[config.mk]
export PLATFORM = sky130hd
export DESIGN_NAME = ahf_mbox_link
export DESIGN_NICKNAME = d
export VERILOG_FILES = /design/src/rtl/ahf_mbox_link.sv
export SDC_FILE = /design/constraint.sdc
export NUM_CORES = 1
export LEC_CHECK = 0
export CAP_MARGIN = 20
export CELL_PAD_IN_SITES_DETAIL_PLACEMENT = 1
export CELL_PAD_IN_SITES_GLOBAL_PLACEMENT = 1
export CORE_MARGIN = 5
export CORE_UTILIZATION = 49
export CTS_CLUSTER_SIZE = 30
export DETAILED_ROUTE_END_ITERATION = 8
export HOLD_SLACK_MARGIN = 0.06
export PLACE_DENSITY_LB_ADDON = 0.1
export SYNTH_ARGS = -nofsm -noshare
export SYNTH_HDL_FRONTEND = slang
export SYNTH_SLANG_ARGS = --single-unit
export TNS_END_PERCENT = 100
[constraint.sdc]
create_clock -name Clk_pin -period 4.26 [get_ports Clk_pin]
set_input_delay 1.065 -clock Clk_pin [delete_from_list [all_inputs] [get_ports Clk_pin]]
set_output_delay 1.065 -clock Clk_pin [all_outputs]
set_load 0.05 [all_outputs]
[src/rtl/ahf_mbox_link.sv]
// Multi-channel CPU<->link mailbox: per-channel TX/RX FIFOs behind a memory-mapped window,
// four-phase valid/done link handshake with round-robin TX arbitration.
module ahf_mbox_link #(
    parameter int         DW    = 14,
    parameter int         NCH   = 2,
    parameter int         DEPTH = 4,
    parameter logic [7:0] BASE  = 8'h3F
) (
    input  logic          Clk_pin,
    input  logic          Reset_pin,
    input  logic [DW-1:0] cpu_addr,
    input  logic          cpu_wr,
    input  logic          cpu_rd,
    input  logic [DW-1:0] cpu_wdata,
    output logic [DW-1:0] cpu_rdata,
    output logic          cpu_stall,
    output logic [DW-1:0] link_tx_data,
    output logic [2:0]    link_tx_ch,
    output logic          link_tx_valid,
    input  logic          link_tx_done,
    input  logic [DW-1:0] link_rx_data,
    input  logic [2:0]    link_rx_ch,
    input  logic          link_rx_valid,
    output logic          link_rx_done,
    output logic          irq
);
    localparam int PW  = $clog2(DEPTH);
    localparam int CW  = PW + 1;
    localparam int CHW = (NCH > 1) ? $clog2(NCH) : 1;

    typedef enum logic [1:0] {TX_IDLE, TX_REQ, TX_WAIT_LOW} tx_st_t;
    typedef enum logic {RX_IDLE, RX_ACK} rx_st_t;

    logic [DW-1:0]  r_tx_mem [NCH][DEPTH];
    logic [DW-1:0]  r_rx_mem [NCH][DEPTH];
    logic [PW-1:0]  r_tx_wp [NCH];
    logic [PW-1:0]  r_tx_rp [NCH];
    logic [PW-1:0]  r_rx_wp [NCH];
    logic [PW-1:0]  r_rx_rp [NCH];
    logic [CW-1:0]  r_tx_cnt [NCH];
    logic [CW-1:0]  r_rx_cnt [NCH];
    logic [NCH-1:0] r_mask;
    logic [DW-1:0]  r_rdata;
    logic           r_irq;
    tx_st_t         r_tx_st;
    logic [CHW-1:0] r_tx_ch;
    logic [DW-1:0]  r_tx_data;
    logic           r_tx_valid;
    logic [CHW-1:0] r_rr;
    rx_st_t         r_rx_st;
    logic           r_rx_done;

    logic [NCH-1:0] w_tx_full, w_tx_nempty, w_rx_full, w_rx_nempty;
    logic [NCH-1:0] w_is_data, w_is_stat;
    logic [NCH-1:0] w_tx_push, w_tx_pop, w_rx_push, w_rx_pop;
    logic           w_sel, w_stall, w_rd_en, w_mask_wr, w_rx_ch_ok, w_rx_accept, w_tx_any;
    logic [7:0]     w_off;
    logic [DW-1:0]  w_rd_val;
    logic [CHW-1:0] w_tx_pick;
    int             w_idx;

    // Offset 0xF belongs to another block, so it is excluded from selection entirely.
    assign w_off = cpu_addr[7:0];
    assign w_sel = (cpu_addr[DW-1:8] == BASE[DW-9:0]) && (w_off != 8'h0F);

    always_comb begin
        w_tx_full   = '0;
        w_tx_nempty = '0;
        w_rx_full   = '0;
        w_rx_nempty = '0;
        w_is_data   = '0;
        w_is_stat   = '0;
        for (int c = 0; c < NCH; c++) begin
            w_tx_full[c]   = (r_tx_cnt[c] == CW'(DEPTH));
            w_tx_nempty[c] = (r_tx_cnt[c] != '0);
            w_rx_full[c]   = (r_rx_cnt[c] == CW'(DEPTH));
            w_rx_nempty[c] = (r_rx_cnt[c] != '0);
            w_is_data[c]   = w_sel && (w_off == 8'(2 * c));
            w_is_stat[c]   = w_sel && (w_off == 8'(2 * c + 1));
        end
    end

    assign w_stall   = |(w_is_data & (({NCH{cpu_wr}} & w_tx_full) | ({NCH{cpu_rd}} & ~w_rx_nempty)));
    assign w_tx_push = w_is_data & {NCH{cpu_wr & ~w_stall}};
    assign w_rx_pop  = w_is_data & {NCH{cpu_rd & ~w_stall}};
    assign w_rd_en   = w_sel && cpu_rd && !w_stall;
    assign w_mask_wr = w_sel && cpu_wr && (w_off == 8'h0E);

    always_comb begin
        w_rd_val = '0;
        for (int c = 0; c < NCH; c++) begin
            if (w_is_data[c]) w_rd_val = r_rx_mem[c][r_rx_rp[c]];
            if (w_is_stat[c]) begin
                w_rd_val[0]   = w_rx_nempty[c];
                w_rd_val[1]   = !w_tx_full[c];
                w_rd_val[5:2] = 4'(r_rx_cnt[c]);
                w_rd_val[9:6] = 4'(r_tx_cnt[c]);
            end
        end
        if (w_sel && (w_off == 8'h0E)) w_rd_val[NCH-1:0] = r_mask;
    end

    // Descending scan so the smallest distance from r_rr wins.
    always_comb begin
        w_tx_any  = 1'b0;
        w_tx_pick = '0;
        w_idx     = 0;
        for (int k = NCH - 1; k >= 0; k--) begin
            w_idx = int'(r_rr) + k;
            if (w_idx >= NCH) w_idx = w_idx - NCH;
            if (w_tx_nempty[w_idx]) begin
                w_tx_any  = 1'b1;
                w_tx_pick = CHW'(w_idx);
            end
        end
    end

    assign w_rx_ch_ok = (link_rx_ch < 3'(NCH));

    always_comb begin
        w_tx_pop  = '0;
        w_rx_push = '0;
        for (int c = 0; c < NCH; c++) begin
            w_tx_pop[c]  = (r_tx_st == TX_REQ) && link_tx_done && (r_tx_ch == CHW'(c));
            w_rx_push[c] = (r_rx_st == RX_IDLE) && link_rx_valid &&
                           (link_rx_ch == 3'(c)) && !w_rx_full[c];
        end
    end

    assign w_rx_accept = (r_rx_st == RX_IDLE) && link_rx_valid && (!w_rx_ch_ok || (|w_rx_push));

    always_ff @(posedge Clk_pin) begin
        for (int c = 0; c < NCH; c++) begin
            if (w_tx_push[c]) r_tx_mem[c][r_tx_wp[c]] <= cpu_wdata;
            if (w_rx_push[c]) r_rx_mem[c][r_rx_wp[c]] <= link_rx_data;
        end
    end

    always_ff @(posedge Clk_pin) begin
        if (Reset_pin) begin
            for (int c = 0; c < NCH; c++) begin
                r_tx_wp[c]  <= '0;
                r_tx_rp[c]  <= '0;
                r_rx_wp[c]  <= '0;
                r_rx_rp[c]  <= '0;
                r_tx_cnt[c] <= '0;
                r_rx_cnt[c] <= '0;
            end
        end else begin
            for (int c = 0; c < NCH; c++) begin
                if (w_tx_push[c]) r_tx_wp[c] <= r_tx_wp[c] + 1'b1;
                if (w_tx_pop[c])  r_tx_rp[c] <= r_tx_rp[c] + 1'b1;
                if (w_rx_push[c]) r_rx_wp[c] <= r_rx_wp[c] + 1'b1;
                if (w_rx_pop[c])  r_rx_rp[c] <= r_rx_rp[c] + 1'b1;
                r_tx_cnt[c] <= r_tx_cnt[c] + CW'(w_tx_push[c]) - CW'(w_tx_pop[c]);
                r_rx_cnt[c] <= r_rx_cnt[c] + CW'(w_rx_push[c]) - CW'(w_rx_pop[c]);
            end
        end
    end

    always_ff @(posedge Clk_pin) begin
        if (Reset_pin) begin
            r_rdata <= '0;
            r_mask  <= '0;
            r_irq   <= 1'b0;
        end else begin
            if (w_rd_en)   r_rdata <= w_rd_val;
            if (w_mask_wr) r_mask  <= cpu_wdata[NCH-1:0];
            r_irq <= |(w_rx_nempty & r_mask);
        end
    end

    always_ff @(posedge Clk_pin) begin
        if (Reset_pin) begin
            r_tx_st    <= TX_IDLE;
            r_tx_ch    <= '0;
            r_tx_data  <= '0;
            r_tx_valid <= 1'b0;
            r_rr       <= '0;
        end else begin
            case (r_tx_st)
                TX_IDLE: begin
                    if (w_tx_any) begin
                        r_tx_ch    <= w_tx_pick;
                        r_tx_data  <= r_tx_mem[w_tx_pick][r_tx_rp[w_tx_pick]];
                        r_tx_valid <= 1'b1;
                        r_tx_st    <= TX_REQ;
                    end
                end
                TX_REQ: begin
                    if (link_tx_done) begin
                        r_tx_valid <= 1'b0;
                        r_rr       <= (r_tx_ch == CHW'(NCH - 1)) ? '0 : r_tx_ch + 1'b1;
                        r_tx_st    <= TX_WAIT_LOW;
                    end
                end
                TX_WAIT_LOW: begin
                    if (!link_tx_done) r_tx_st <= TX_IDLE;
                end
                default: r_tx_st <= TX_IDLE;
            endcase
        end
    end

    // Words on out-of-range channels are acknowledged and dropped so the remote never hangs.
    always_ff @(posedge Clk_pin) begin
        if (Reset_pin) begin
            r_rx_st   <= RX_IDLE;
            r_rx_done <= 1'b0;
        end else begin
            case (r_rx_st)
                RX_IDLE: begin
                    if (w_rx_accept) begin
                        r_rx_done <= 1'b1;
                        r_rx_st   <= RX_ACK;
                    end
                end
                RX_ACK: begin
                    if (!link_rx_valid) begin
                        r_rx_done <= 1'b0;
                        r_rx_st   <= RX_IDLE;
                    end
                end
                default: r_rx_st <= RX_IDLE;
            endcase
        end
    end

    assign cpu_rdata     = r_rdata;
    assign cpu_stall     = w_stall;
    assign link_tx_data  = r_tx_data;
    assign link_tx_ch    = 3'(r_tx_ch);
    assign link_tx_valid = r_tx_valid;
    assign link_rx_done  = r_rx_done;
    assign irq           = r_irq;
endmodule

==> flow_summary_export.csv <==
group,metric,value,unit
status,status,"complete, no violations",
finish,utilization,59.3,%
grt,grt_pass1_vias,8018,
finish,nFillCells,2316,
placement,hpwl,19400,µm
placement,routabilityCongestion,0.866,
pwr,p_leak,4.98,nW
setup_path,crit_family,"simple AND/OR/NAND/NOR gates",
sta,min_period,4.14,ns
setup_path,cp_data_arrival_time,3.07,ns
finish,layout.nets,1021,
placement,placed_area,13500,µm²
clocking,clock_latency,0.55,ns
drt,wl,30100,µm
clocking,cts-hold-fix-buffers,0,
setup_path,cp-start-kind,"input pin",
synth,yosysWarnings,0,
floorplan,core_area,24400,µm²
floorplan,die_area,28000,µm²
pwr,peakVddDrop,0.350,mV
synth,ys_ff_latch,290,
clocking,cts-htree-levels,1,
grt,grt_max_degree,42,
drt,drc_errors,0,
setup_path,endpoint_kind,"primary output",
setup_path,crit_path_cell_trace,"clkdlybuf4s50_1 -> or4_4 -> nor4_4 -> and2_1 -> a21o_1 -> buf_12",
drt,vias,7321,
clocking,numCtsBuffers,30,
synth,ys.flop_type,"edfxtp_1",
sta,drv_slew,0,
sta,worst_clock_skew,0.00794,ns
synth,synth_edf_count,240,
floorplan,die_w,167,µm
sta,grt_setup_unrepaired,"no",
synth,synth.most_common_cell,"edfxtp_1",
finish,finalInstanceArea,14500,µm²
synth,yosys.area.top_type,"edfxtp_1",
finish,seq_area,8210,µm²
drt,routedWlPerCell,23.3,µm
setup_path,cp_max_fo,4,
clocking,cts_tree,"built",
clocking,cts_sinks,290,
setup_path,crit_required,3.19,ns
placement,dp.cells,1232,
sta,slew_headroom,31.7,%
clocking,cts-root-buf,"clkbuf_16",
sta,final_hold_viol_count,0,
synth,syn_avg_cell_area,14.6,µm²
pwr,finalPower,6.74,mW
finish,drive_above_1_share,14.0,%
worst_hold_path,hp-class,"flop to flop",
setup_path,critPathSlowestCell,"or4_4",
finish,antenna_cells,0,
setup_path,critPathKind,"input pin to primary output",
placement,dpl_worst_slack,-0.00390,ns
setup_path,path_buf_inv,2,
finish,area_growth,19.0,%
sta,worstMarginPinSlew,1.03,ns
sta,setup_ws,0.124,ns
finish,multi_input_area,3640,µm²
synth,synthDistinctLibCells,66,
synth,ys_top_cells_by_count,"edfxtp_1 (240), nand2_1 (81), mux2i_1 (60)",
synth,synthTopCellsByArea,"edfxtp_1 (59%), dfxtp_1 (8.2%), mux2i_1 (4.9%)",
drt,drtIter0Drc,452,
sta,period_share,97.1,%
grt,grt_util_all_layers,21.1,%
sta,fmax,242,MHz
clocking,cts.clk_slew.worst_paths,0.06,ns
grt,gr-total-overflow,0,
clocking,post_cts_resized,0,
floorplan,boundaryPins,86,
floorplan,initial_utilization,49.8,%
sta,hold_ws,0.498,ns
sta,setup_viol,0,
clocking,cts_buffer_depth,3,
drt,avgViaCountPerCell,5.68,
synth,synth_area,12200,µm²
grt,antenna_found_initial,0,
setup_path,critPathMaxStageDelay,0.61,ns
synth,syn_inst,831,
finish,layout.cells.non_filler,1290,
pwr,p_per_area,466,nW/µm²
synth,synth_seq_area_share,67.6,%
clocking,post-cts-setup-buffer-count,0,
drt,ant_nets,0,
sta,setup_tns,0,ns
drt,drtPass1Iterations,5,
grt,grt_pass1_wl,46200,µm
synth,ys_async_sr_fraction,0,%
placement,io_buffers,83,
floorplan,fp.dieH,167,µm
floorplan,rows,57,
run,cap_violations,0,
synth,synth_top_area_share,59.3,%
==> cell families after synthesis <==
family	Yosys count	share of synthesized area [%]
multiplexers	88	9.95
flip-flops	290	67.6
XOR/XNOR	13	0.937
adder cells (fa/ha/maj)	28	3.13
other	1	0.0309
buffers and inverters	74	2.62
AND/OR/NAND/NOR	240	10.2
AO/OA/AOI/OAI	97	5.62
==> state kept, by name, summed over array words and instances (netlist names), 2 cells and up <==
register,count
r_rx_mem,112
link_tx_data,14
r_tx_cnt,6
r_tx_st,2
r_rx_wp,4
r_rx_cnt,6
r_rx_rp,4
r_tx_rp,4
cpu_rdata,14
r_tx_wp,4
r_tx_mem,112
r_mask,2
==> path summary, 6_finish.rpt <==
path                                                 from                   endpoint  slack [ns]  depth (start not counted)
worst max-delay path                          cpu_addr[5]                  cpu_stall        0.12                          6
worst min-delay path            link_rx_done$_SDFFE_PP0P_  link_rx_done$_SDFFE_PP0P_        0.50                          2
worst max register to register  r_tx_cnt[0][2]$_SDFF_PP0_  r_rx_cnt[0][5]$_SDFF_PP0_        1.26                         11
worst min register to register  link_rx_done$_SDFFE_PP0P_  link_rx_done$_SDFFE_PP0P_        0.50                          2
==> tightest hold or removal path: stages, from the launching register on <==
cell and delay [ns]:
dfxtp_1 0.31, o21ai_0 0.08, a21oi_1 0.06
==> power breakdown <==
| group | leakage (nW) | switching [mW] | internal [mW] |
|---|---|---|---|
| Combinational | 1.94 | 0.642 | 0.368 |
| Sequential | 2.59 | 0.0849 | 3.16 |
| Clock | 0.453 | 1.04 | 1.44 |
==> final cells by class <==
cell class,count,share of cell area (%)
clock buffers,45,5.94
repair buffers,120,7.89
clock inverters,11,0.554
well taps,324,2.80
multi-input cells,468,25.2
inverters,32,0.831
flip-flops and latches,290,56.8
==> layer usage <==
layer | share of wire, % | track usage, % | routed length [µm]
met5 | 0 | 0 | 0
met4 | 3.6 | 6.85 | 1080
met3 | 3.7 | 3.18 | 1120
met2 | 54 | 39.9 | 16200
met1 | 39 | 24.6 | 11700
==> cells in the final DEF (no fill, tap or decap), types with 3 or more instances in the layout <==
master           count
a211oi_1             8
nand2_1             81
buf_4               35
a22oi_1              7
clkinv_1             4
o2111ai_1            3
or3_1                3
clkbuf_1            11
nand3_1              5
mux2i_1             60
nand2b_1             8
clkdlybuf4s50_1     81
nor2_1              53
clkbuf_8             3
fa_1                 4
mux4_2              26
dfxtp_1             50
nor4_1              16
ha_1                24
and2_1              22
inv_1               32
xnor2_1             12
o21ai_0              3
edfxtp_1           240
or4_4                3
clkbuf_16           31
and3_1               4
a21oi_1             46
a32oi_1              6
nor2b_1              9
clkinv_2             4
or2_2                8
nor3_1              11
Note: power is estimated with default switching activity, not from simulation.
